`src/rtl/pga_agc_controller.sv`:
```
// Automatic gain control loop that drives the PGA SPI interface from windowed ADC peak levels.
// Optional macro PGA_AGC_DONE_TIMEOUT_EN adds a done-wait timeout with sticky flag and retry.
module pga_agc_controller #(
  parameter int          SAMPLE_W       = 12,
  parameter int          WINDOW_LEN     = 1024,
  parameter int          SETTLE_CYCLES  = 256,
  parameter int          HIGH_THRESH    = 1800,
  parameter int          LOW_THRESH     = 450,
  parameter logic [7:0]  GAIN_INIT      = 8'd32,
  parameter logic [7:0]  GAIN_MIN       = 8'd0,
  parameter logic [7:0]  GAIN_MAX       = 8'd255,
  parameter logic [7:0]  GAIN_STEP      = 8'd4,
  parameter int          TIMEOUT_CYCLES = 4096
) (
  input  logic                       clk,
  input  logic                       rst,
  input  logic                       enable_i,
  input  logic signed [SAMPLE_W-1:0] sample_i,
  input  logic                       sample_valid_i,
  input  logic                       pga_done_i,
  output logic [7:0]                 pga_gain_o,
  output logic                       pga_set_o,
  output logic                       busy_o,
  output logic [SAMPLE_W-2:0]        peak_o,
  output logic                       timeout_o
);

  localparam int MAG_W = SAMPLE_W - 1;
  localparam int WIN_W = $clog2(WINDOW_LEN);
  localparam int STL_W = $clog2(SETTLE_CYCLES + 1);
  localparam logic [WIN_W-1:0] WIN_LAST    = WIN_W'(WINDOW_LEN - 1);
  localparam logic [STL_W-1:0] SETTLE_LOAD = STL_W'(SETTLE_CYCLES - 1);
  localparam logic [MAG_W-1:0] HIGH_T      = MAG_W'(HIGH_THRESH);
  localparam logic [MAG_W-1:0] LOW_T       = MAG_W'(LOW_THRESH);

  typedef enum logic [2:0] {
    S_INIT, S_IDLE, S_MEASURE, S_DECIDE, S_SET, S_WAIT_DONE, S_SETTLE
  } state_t;

  state_t             r_state;
  state_t             w_stateNext;
  logic [7:0]         r_gain;
  logic [7:0]         w_gainNext;
  logic [MAG_W-1:0]   r_peak;
  logic [MAG_W-1:0]   r_peakRun;
  logic [MAG_W-1:0]   w_mag;
  logic [MAG_W-1:0]   w_peakMax;
  logic [SAMPLE_W-1:0] w_sampleNeg;
  logic [WIN_W-1:0]   r_sampleCnt;
  logic [STL_W-1:0]   r_settleCnt;
  logic [8:0]         w_gainDn;
  logic [8:0]         w_gainUp;
  logic               w_timeoutHit;

  // The most negative sample has no positive twin, so it saturates to full scale.
  assign w_sampleNeg = -sample_i;
  always_comb begin
    w_mag = sample_i[SAMPLE_W-2:0];
    if (sample_i[SAMPLE_W-1]) begin
      if (w_sampleNeg[SAMPLE_W-1]) w_mag = '1;
      else                         w_mag = w_sampleNeg[SAMPLE_W-2:0];
    end
  end
  assign w_peakMax = (w_mag > r_peakRun) ? w_mag : r_peakRun;

  assign w_gainDn = {1'b0, r_gain} - {1'b0, GAIN_STEP};
  assign w_gainUp = {1'b0, r_gain} + {1'b0, GAIN_STEP};
  always_comb begin
    w_gainNext = r_gain;
    if (r_peak >= HIGH_T && r_gain > GAIN_MIN) begin
      if ({1'b0, r_gain} < ({1'b0, GAIN_MIN} + {1'b0, GAIN_STEP})) w_gainNext = GAIN_MIN;
      else                                                       w_gainNext = w_gainDn[7:0];
    end else if (r_peak < LOW_T && r_gain < GAIN_MAX) begin
      if (w_gainUp > {1'b0, GAIN_MAX}) w_gainNext = GAIN_MAX;
      else                             w_gainNext = w_gainUp[7:0];
    end
  end

`ifdef PGA_AGC_DONE_TIMEOUT_EN
  localparam int TO_W = $clog2(TIMEOUT_CYCLES);
  localparam logic [TO_W-1:0] TO_LAST = TO_W'(TIMEOUT_CYCLES - 1);
  logic [TO_W-1:0] r_toCnt;
  logic            r_timeout;

  assign w_timeoutHit = (r_toCnt == TO_LAST);
  always_ff @(posedge clk or posedge rst) begin
    if (rst) begin
      r_toCnt   <= '0;
      r_timeout <= 1'b0;
    end else if (r_state == S_WAIT_DONE && !pga_done_i) begin
      if (w_timeoutHit) begin
        r_toCnt   <= '0;
        r_timeout <= 1'b1;
      end else begin
        r_toCnt <= r_toCnt + 1'b1;
      end
    end else begin
      r_toCnt <= '0;
    end
  end
  assign timeout_o = r_timeout;
`else
  assign w_timeoutHit = 1'b0;
  assign timeout_o    = (TIMEOUT_CYCLES < 0);
`endif

  always_ff @(posedge clk or posedge rst) begin
    if (rst) r_state <= S_INIT;
    else     r_state <= w_stateNext;
  end

  always_comb begin
    w_stateNext = r_state;
    case (r_state)
      S_INIT:      w_stateNext = S_SET;
      S_IDLE:      if (enable_i) w_stateNext = S_MEASURE;
      S_MEASURE: begin
        if (!enable_i)                                      w_stateNext = S_IDLE;
        else if (sample_valid_i && r_sampleCnt == WIN_LAST) w_stateNext = S_DECIDE;
      end
      S_DECIDE:    w_stateNext = (w_gainNext != r_gain) ? S_SET : S_MEASURE;
      S_SET:       w_stateNext = S_WAIT_DONE;
      S_WAIT_DONE: begin
        if (pga_done_i)        w_stateNext = S_SETTLE;
        else if (w_timeoutHit) w_stateNext = S_SET;
      end
      S_SETTLE:    if (r_settleCnt == '0) w_stateNext = enable_i ? S_MEASURE : S_IDLE;
      default:     w_stateNext = S_INIT;
    endcase
  end

  // Window accumulation only runs in MEASURE; leaving it any other way discards the partial window.
  always_ff @(posedge clk or posedge rst) begin
    if (rst) begin
      r_gain      <= GAIN_INIT;
      r_peak      <= '0;
      r_peakRun   <= '0;
      r_sampleCnt <= '0;
      r_settleCnt <= '0;
    end else begin
      case (r_state)
        S_MEASURE: begin
          if (!enable_i) begin
            r_sampleCnt <= '0;
            r_peakRun   <= '0;
          end else if (sample_valid_i) begin
            if (r_sampleCnt == WIN_LAST) begin
              r_peak      <= w_peakMax;
              r_peakRun   <= '0;
              r_sampleCnt <= '0;
            end else begin
              r_peakRun   <= w_peakMax;
              r_sampleCnt <= r_sampleCnt + 1'b1;
            end
          end
        end
        S_DECIDE:    r_gain <= w_gainNext;
        S_WAIT_DONE: if (pga_done_i) r_settleCnt <= SETTLE_LOAD;
        S_SETTLE:    if (r_settleCnt != '0) r_settleCnt <= r_settleCnt - 1'b1;
        default: begin
          r_sampleCnt <= '0;
          r_peakRun   <= '0;
        end
      endcase
    end
  end

  assign pga_gain_o = r_gain;
  assign peak_o     = r_peak;
  assign pga_set_o  = (r_state == S_SET);
  assign busy_o     = (r_state == S_SET) || (r_state == S_WAIT_DONE) || (r_state == S_SETTLE);

endmodule
```
`config.mk`:
```
export PLATFORM = sky130hd
export DESIGN_NAME = pga_agc_controller
export DESIGN_NICKNAME = d
export VERILOG_FILES = /design/src/rtl/pga_agc_controller.sv
export SDC_FILE = /design/constraint.sdc
export NUM_CORES = 1
export LEC_CHECK = 0
export ABC_AREA = 1
export CAP_MARGIN = 15
export CORE_ASPECT_RATIO = 2
export CORE_UTILIZATION = 40
export DETAILED_ROUTE_END_ITERATION = 10
export SETUP_SLACK_MARGIN = 0.02
export SLEW_MARGIN = 5
export SYNTH_ARGS = -nofsm -noshare
export SYNTH_HDL_FRONTEND = slang
export SYNTH_SLANG_ARGS = --single-unit
```
`constraint.sdc`:
```
create_clock -name clk -period 2.16 [get_ports clk]
set_clock_uncertainty 0.2 [all_clocks]
set_input_delay 0.216 -clock clk [delete_from_list [all_inputs] [get_ports clk]]
set_output_delay 0.216 -clock clk [all_outputs]
set_load 0.005 [all_outputs]
```
==> flow_summary.toml, run 1 <==
[status]
status = "complete, but fails checks"
violations = "setup timing"

[sta]
fin_crit_ns = 2.73
hold_viol = 0
setup_viol = 24
slew_violations = 0
final.setup.worst_slack_ns = -0.566
period_share_pct = 126
timing.fmax_mhz = 367
rsz0062_at_grt = "yes"

[grt]
grt.overflow.total = 0
antenna_found_initial = 0
grt_use_total_pct = 25.1
grt_pass1_vias = 4247
met1_usage_pct = 21.7
use_met3_pct = 2.69
busiest_layer = "met2"
global_route.usage.met2_pct = 49.3
grt_start_max_net_pins = 44
grt_pass1_wl_mm = 19.2

[clock_tree]
cts_tree = "built"
path_clk_slew_ns = 0.07
cts_buffer_depth = 2
numCtsBuffers = 5
worstSkewPairLatency_ns = 0.30
root_buffer = "clkbuf_16"
cts_sinks = 52
htree_num_levels = 2

[finish]
drive_gt1_share_pct = 37.0
area_growth_pct = 52.2
regArea_sq_um = 1310
antenna_cells = 0
fin_area_sq_um = 5690
nFillCells = 766
fin_nets = 699
multiInputGateArea_sq_um = 2520

[synthesis]
ys_types = 46
synth_top_area_cell = "dfrtp_1"
avgSynthCellArea_sq_um = 7.06
yosys_register_bits = 52
synthCells = 529
syn_nets = 564
synthTopCellsByArea = "dfrtp_1 34%, nand2_1 12%, inv_1 7.6%"
async_reset_ff_share_pct = 100
synth_warnings = 0
synth_edf_count = 0
synth.top_cell.area_share_pct = 34.2
synth_flop_cell = "dfrtp_1"
ys_seq_area_share_pct = 34.9
yosys-top-cells-count = "116 x nand2_1, 76 x inv_1, 54 x o21ai_0"
synth_area_sq_um = 3740
synth_most_common_cell = "nand2_1"

[drt]
drtAntennaViolNets = 0
drtIter0Drc = 254
avgViaCountPerCell = 5.42
wl_per_cell_um = 15.8
drc = 0
drt_wl_total_mm = 12.1
first_pass_iters = 4
vias = 4158

[run]
cap_viol_max_count = 0

[floorplanning]
num_io_pins = 39
fp.dieH_um = 139
row_count = 49
dieArea_sq_um = 9750
start_util_pct = 41.5
fp.dieW_um = 70.3
core-area_sq_um = 9010

[critical_path]
r2r_slack_ns = -0.14
critPathCaptureType = "flop"
crit_slowest_cell = "ha_1"
r2r_start = "r_peakRun[6]$_DFFE_PP0P_"
r2r-end = "r_peakRun[4]$_DFFE_PP0P_"
cp-start-kind = "input port"
path_delay_family = "simple AND/OR/NAND/NOR gates"
cp_max_fo = 6
rr_worst_depth = 10
startpoint = "sample_i[0]"
path_class = "in2reg"
slowest_delay_ns = 0.39
cp.required_ns = 2.14
crit_chain = "buf_8 -> clkinv_4 -> ha_4 -> nand4_1 -> nor3_2 -> buf_4 -> nand3_2 -> nand2_2 -> o21ai_1 -> ha_1 -> nand2_4 -> buf_4 -> o2111ai_4 -> nand2_4 -> buf_8 -> o21ai_4 -> o22ai_2"
worst-path-buf-inv = 5
arrival_ns = 2.71

[place]
numPortBuffers = 37
place.gp.congestion = 0.945
place_area_sq_um = 4790
hpwl_mm = 8.81

[worst_hold_path]
hold_start = "peak_o[0]$_DFFE_PP0P_"
hold_path.class = "reg2reg"
hold_depth = 2
holdPathEnd = "peak_o[0]$_DFFE_PP0P_"

[power]
leakagePower_nw = 2.64
total_power_w = 0.00518
powerDensity_nw_per_um2 = 911
irDropWorstVdd_mv = 0.396
[cell families after synthesis]
family,synth area share (%)
fa+ha+maj,6.03
xor+xnor,2.34
flops,34.9
buf+inv,11.5
other cells,0.100
simple gates,29.4
compound gates,15.7
[worst max-delay path by stage]
stage / slack (ns) / cells after the start / endpoint
5_1_grt: -0.72 / 20 / r_peakRun[4]$_DFFE_PP0P_
3_3_place_gp: -1.29 / 18 / r_peakRun[8]$_DFFE_PP0P_
3_5_place_dp: -1.38 / 18 / r_peakRun[1]$_DFFE_PP0P_
2_1_floorplan: -0.40 / 17 / r_peakRun[1]$_DFFE_PP0P_
4_1_cts: -0.39 / 17 / r_peakRun[4]$_DFFE_PP0P_
6_report: -0.57 / 17 / r_peakRun[4]$_DFFE_PP0P_
[state kept, by name, indices dropped and copies added (netlist names)]
| register | count |
|---|---|
| peak_o | 11 |
| r_peakRun | 11 |
| r_sampleCnt | 10 |
| r_settleCnt | 9 |
| pga_gain_o | 8 |
| r_state | 3 |
[report_power, final]
| group | switching, W | leakage [nW] | internal [W] |
|---|---|---|---|
| sequential | 0.000201 | 0.680 | 0.00116 |
| combinational | 0.00165 | 1.88 | 0.00130 |
| clock | 0.000398 | 0.0779 | 0.000471 |
[stage by stage]
step | setup slack (ns) | std cells | hold slack [ns] | utilization [%] | TNS, ns
global placement | -1.29 | 728 | 0.273 | 53.2 | -28.01
global route | -0.725 | 767 | 0.325 | 63.1 | -15.73
floorplan | -0.400 | 529 | 0.226 | - | -6.99
detailed placement | -1.38 | 728 | 0.284 | 53.2 | -30.27
finish | -0.566 | 767 | 0.304 | 63.1 | -11.73
CTS | -0.393 | 759 | 0.311 | 59.4 | -7.96
[tightest hold or removal path, delay by kind of cell (launching register included)]
kind,cells,cell delay (ns)
simple gates,1,0.05
compound gates,1,0.06
flops,1,0.35
[cell type report]
type,count,share of cell area [%]
clock inverter,2,0.308
inverter,91,6.40
clock buffer,6,2.44
timing repair buffer,140,20.9
timing repair inverter,1,0.286
sequential,52,23.0
multi-input combinational,373,44.4
tap,102,2.24
[metal layers]
metal,up-vias,wire length [um]
met3,70,321
met1,1969,3890
met2,130,6970
met5,-,0
met4,0,940
li1,1989,-
[what timing repair did]
item,CTS,global route
cloned,1,0
hold buffers,1,0
setup endpoints to repair,27,44
pin swaps,29,31
endpoints found under the hold margin,9,0
setup buffers,22,10
gates resized for setup,105,70
[layout by cell type (no fill, tap or decap), types with 11 or more instances in the layout]
cell and count:
nor3_1 11, o21ai_0 24, inv_1 61, buf_4 95, clkdlybuf4s50_1 25, nand3_1 22
dfrtp_1 48, nor2_1 35, a21oi_1 17, o22ai_1 11, nor2_2 17, nand2_2 13
nand2_1 98, inv_2 22, o21ai_1 19
Note: power is estimated with default switching activity, not from simulation.
==> run 2: changes to the inputs <==
--- a/config.mk
+++ b/config.mk
@@ -10,6 +10,7 @@
 export CORE_ASPECT_RATIO = 2
 export CORE_UTILIZATION = 40
 export DETAILED_ROUTE_END_ITERATION = 10
+export PLACE_DENSITY = 0.6
 export SETUP_SLACK_MARGIN = 0.02
 export SLEW_MARGIN = 5
 export SYNTH_ARGS = -nofsm -noshare
==> constraint.sdc (replaced) <==
create_clock -name clk -period 2.16 [get_ports clk]
set_clock_uncertainty 0.2 [all_clocks]
set_input_delay 0.216 -clock clk [delete_from_list [all_inputs] [get_ports clk]]
set_output_delay 0.216 -clock clk [all_outputs]
set_load 0.1 [all_outputs]
==> run 2 against run 1 <==
  * The run still ends with setup timing left
  * Via count down 3.0%
  * Routed wire length is 3.1% lower
  * Sequential cell count did not move
  * Design area down 0.13%
  * Fmax grew 5.1%
  * Critical path depth unchanged
  * Largest cell class unchanged
==> flow_summary.toml, run 2 (same netlist as run 1, synthesis figures left out) <==
[floorplanning]
start_util_pct = 41.5
fp.dieH_um = 139
dieArea_sq_um = 9750
row_count = 49
num_io_pins = 39
fp.dieW_um = 70.3
core-area_sq_um = 9010

[power]
total_power_w = 0.00570
p_int_w = 0.00311
p_clk_share_pct = 18.3
combinationalPowerShare_pct = 58.0
p_sw_w = 0.00260
seqPwrFrac_pct = 23.7
leakagePower_nw = 2.68
irDropWorstVdd_mv = 0.491
powerDensity_nw_per_um2 = 1000
p_sw_share_pct = 45.5

[clock_tree]
cts_tree = "built"
numCtsBuffers = 5
holdBufCountCts = 0
cts_buffer_depth = 2
cts_sinks = 52
path_clk_slew_ns = 0.07
htree_num_levels = 2
root_buffer = "clkbuf_16"
worstSkewPairLatency_ns = 0.30

[place]
placedCellCount = 727
hpwl_mm = 8.59
numPortBuffers = 37
place.gp.congestion = 0.889

[worst_hold_path]
hold_path.class = "in2async"

[sta]
slew_violations = 0
final.setup.worst_slack_ns = -0.434
rsz0062_at_grt = "yes"
fin_crit_ns = 2.59
setup_viol = 25
period_share_pct = 120
hold_viol = 0
timing.fmax_mhz = 385

[critical_path]
cp_max_fo = 6
cp-start-kind = "input port"
path_class = "in2reg"
cp.required_ns = 2.13
arrival_ns = 2.56
critPathCaptureType = "flop"

[grt]
grt_pass1_wl_mm = 18.3
grt_use_total_pct = 24.0
antenna_found_initial = 0
grt_pass1_vias = 4142
grt.overflow.total = 0
grt_start_max_net_pins = 53

[drt]
wl_per_cell_um = 15.4
avgViaCountPerCell = 5.30
drtAntennaViolNets = 0
vias = 4033
drt_wl_total_mm = 11.7
drtIter0Drc = 184
drc = 0
first_pass_iters = 4

[finish]
fin_nets = 693
drive_gt1_share_pct = 40.2
final_cell_mix = "107 x buf_4, 97 x nand2_1, 65 x inv_1"
area_growth_pct = 52.0
antenna_cells = 0
final_common_cell = "buf_4"
stdcell_count = 761

[status]
violations = "setup timing"
status = "complete, but fails checks"

[run]
cap_viol_max_count = 0
## run 2: through the flow
| step | utilization [%] | setup WS (ns) | TNS, ns | hold slack [ns] | area (sq um) |
|---|---|---|---|---|---|
| floorplan | - | -0.411 | -8.52 | 0.226 | 3870 |
| detailed placement | 53.3 | -1.43 | -30.72 | 0.303 | 4800 |
| finish | 63.0 | -0.434 | -9.24 | 0.0732 | 5680 |
| CTS | 58.8 | -0.447 | -8.90 | 0.0884 | 5300 |
| global route | 63.0 | -0.551 | -12.32 | 0.111 | 5680 |
| global placement | 53.3 | -1.27 | -27.23 | 0.298 | 4800 |
## run 2: path summary, 6_finish.rpt
| path | slack (ns) | to | from | cells after the start |
|---|---|---|---|---|
| max | -0.43 | r_peakRun[4]$_DFFE_PP0P_ | sample_i[2] | 17 |
| min | 0.07 | peak_o[4]$_DFFE_PP0P_ | rst | 3 |
| max reg2reg | -0.13 | r_state[2]$_DFFE_PP0P_ | pga_gain_o[2]$_DFFE_PP0P_ | 17 |
| min reg2reg | 0.32 | r_settleCnt[4]$_DFFE_PP0P_ | r_settleCnt[4]$_DFFE_PP0P_ | 1 |
| max in group asynchronous | 1.39 | pga_gain_o[5]$_DFFE_PP1P_ | rst | 3 |
| min in group clk | 0.32 | peak_o[1]$_DFFE_PP0P_ | sample_i[1] | 6 |
## run 2: cell type report
class | instances | area [sq um]
Clock buffer | 6 | 129
Clock inverter | 2 | 60.1
Fill cell | 794 | 3330
Inverter | 91 | 373
Multi-Input combinational cell | 373 | 2530
Sequential cell | 52 | 1310
Tap cell | 102 | 128
Timing Repair Buffer | 134 | 1140
Timing Repair inverter | 1 | 6.26
## run 2: power groups by stage
| stage | clock, W | combinational, W | sequential, W |
|---|---|---|---|
| 2_1_floorplan | 0 | 0.00169 | 0.00151 |
| 3_3_place_gp | 0 | 0.00274 | 0.00134 |
| 3_5_place_dp | 0 | 0.00279 | 0.00135 |
| 4_1_cts | 0.00106 | 0.00300 | 0.00134 |
| 5_1_grt | 0.00109 | 0.00357 | 0.00138 |
| 6_report | 0.00104 | 0.00331 | 0.00135 |
## run 2: per-layer routing
| layer | share of wire, % | track usage [%] |
|---|---|---|
| met2 | 59 | 48.1 |
| met3 | 1.8 | 2.40 |
| met5 | 0 | 0 |
| met4 | 7.4 | 18.3 |
| met1 | 32 | 20.1 |
## run 2: worst max-delay path, cell delays in order
cell and delay [ns]:
buf_8 0.10, nor3_4 0.18, nand4_1 0.16, buf_4 0.18, o31ai_4 0.27, nand3_1 0.13, o21ai_2 0.09, inv_2 0.06
ha_4 0.27, nand2_4 0.07, nor4_2 0.14, nand4_1 0.18, nand2_4 0.16, buf_12 0.15, nand2_4 0.05, o21ai_4 0.07
o22ai_2 0.08
## run 2: repair_timing
item	CTS	global route
pin swaps	36	23
resized for setup	94	70
setup endpoints to repair	29	38
setup buffers	21	8
cloned	1	0
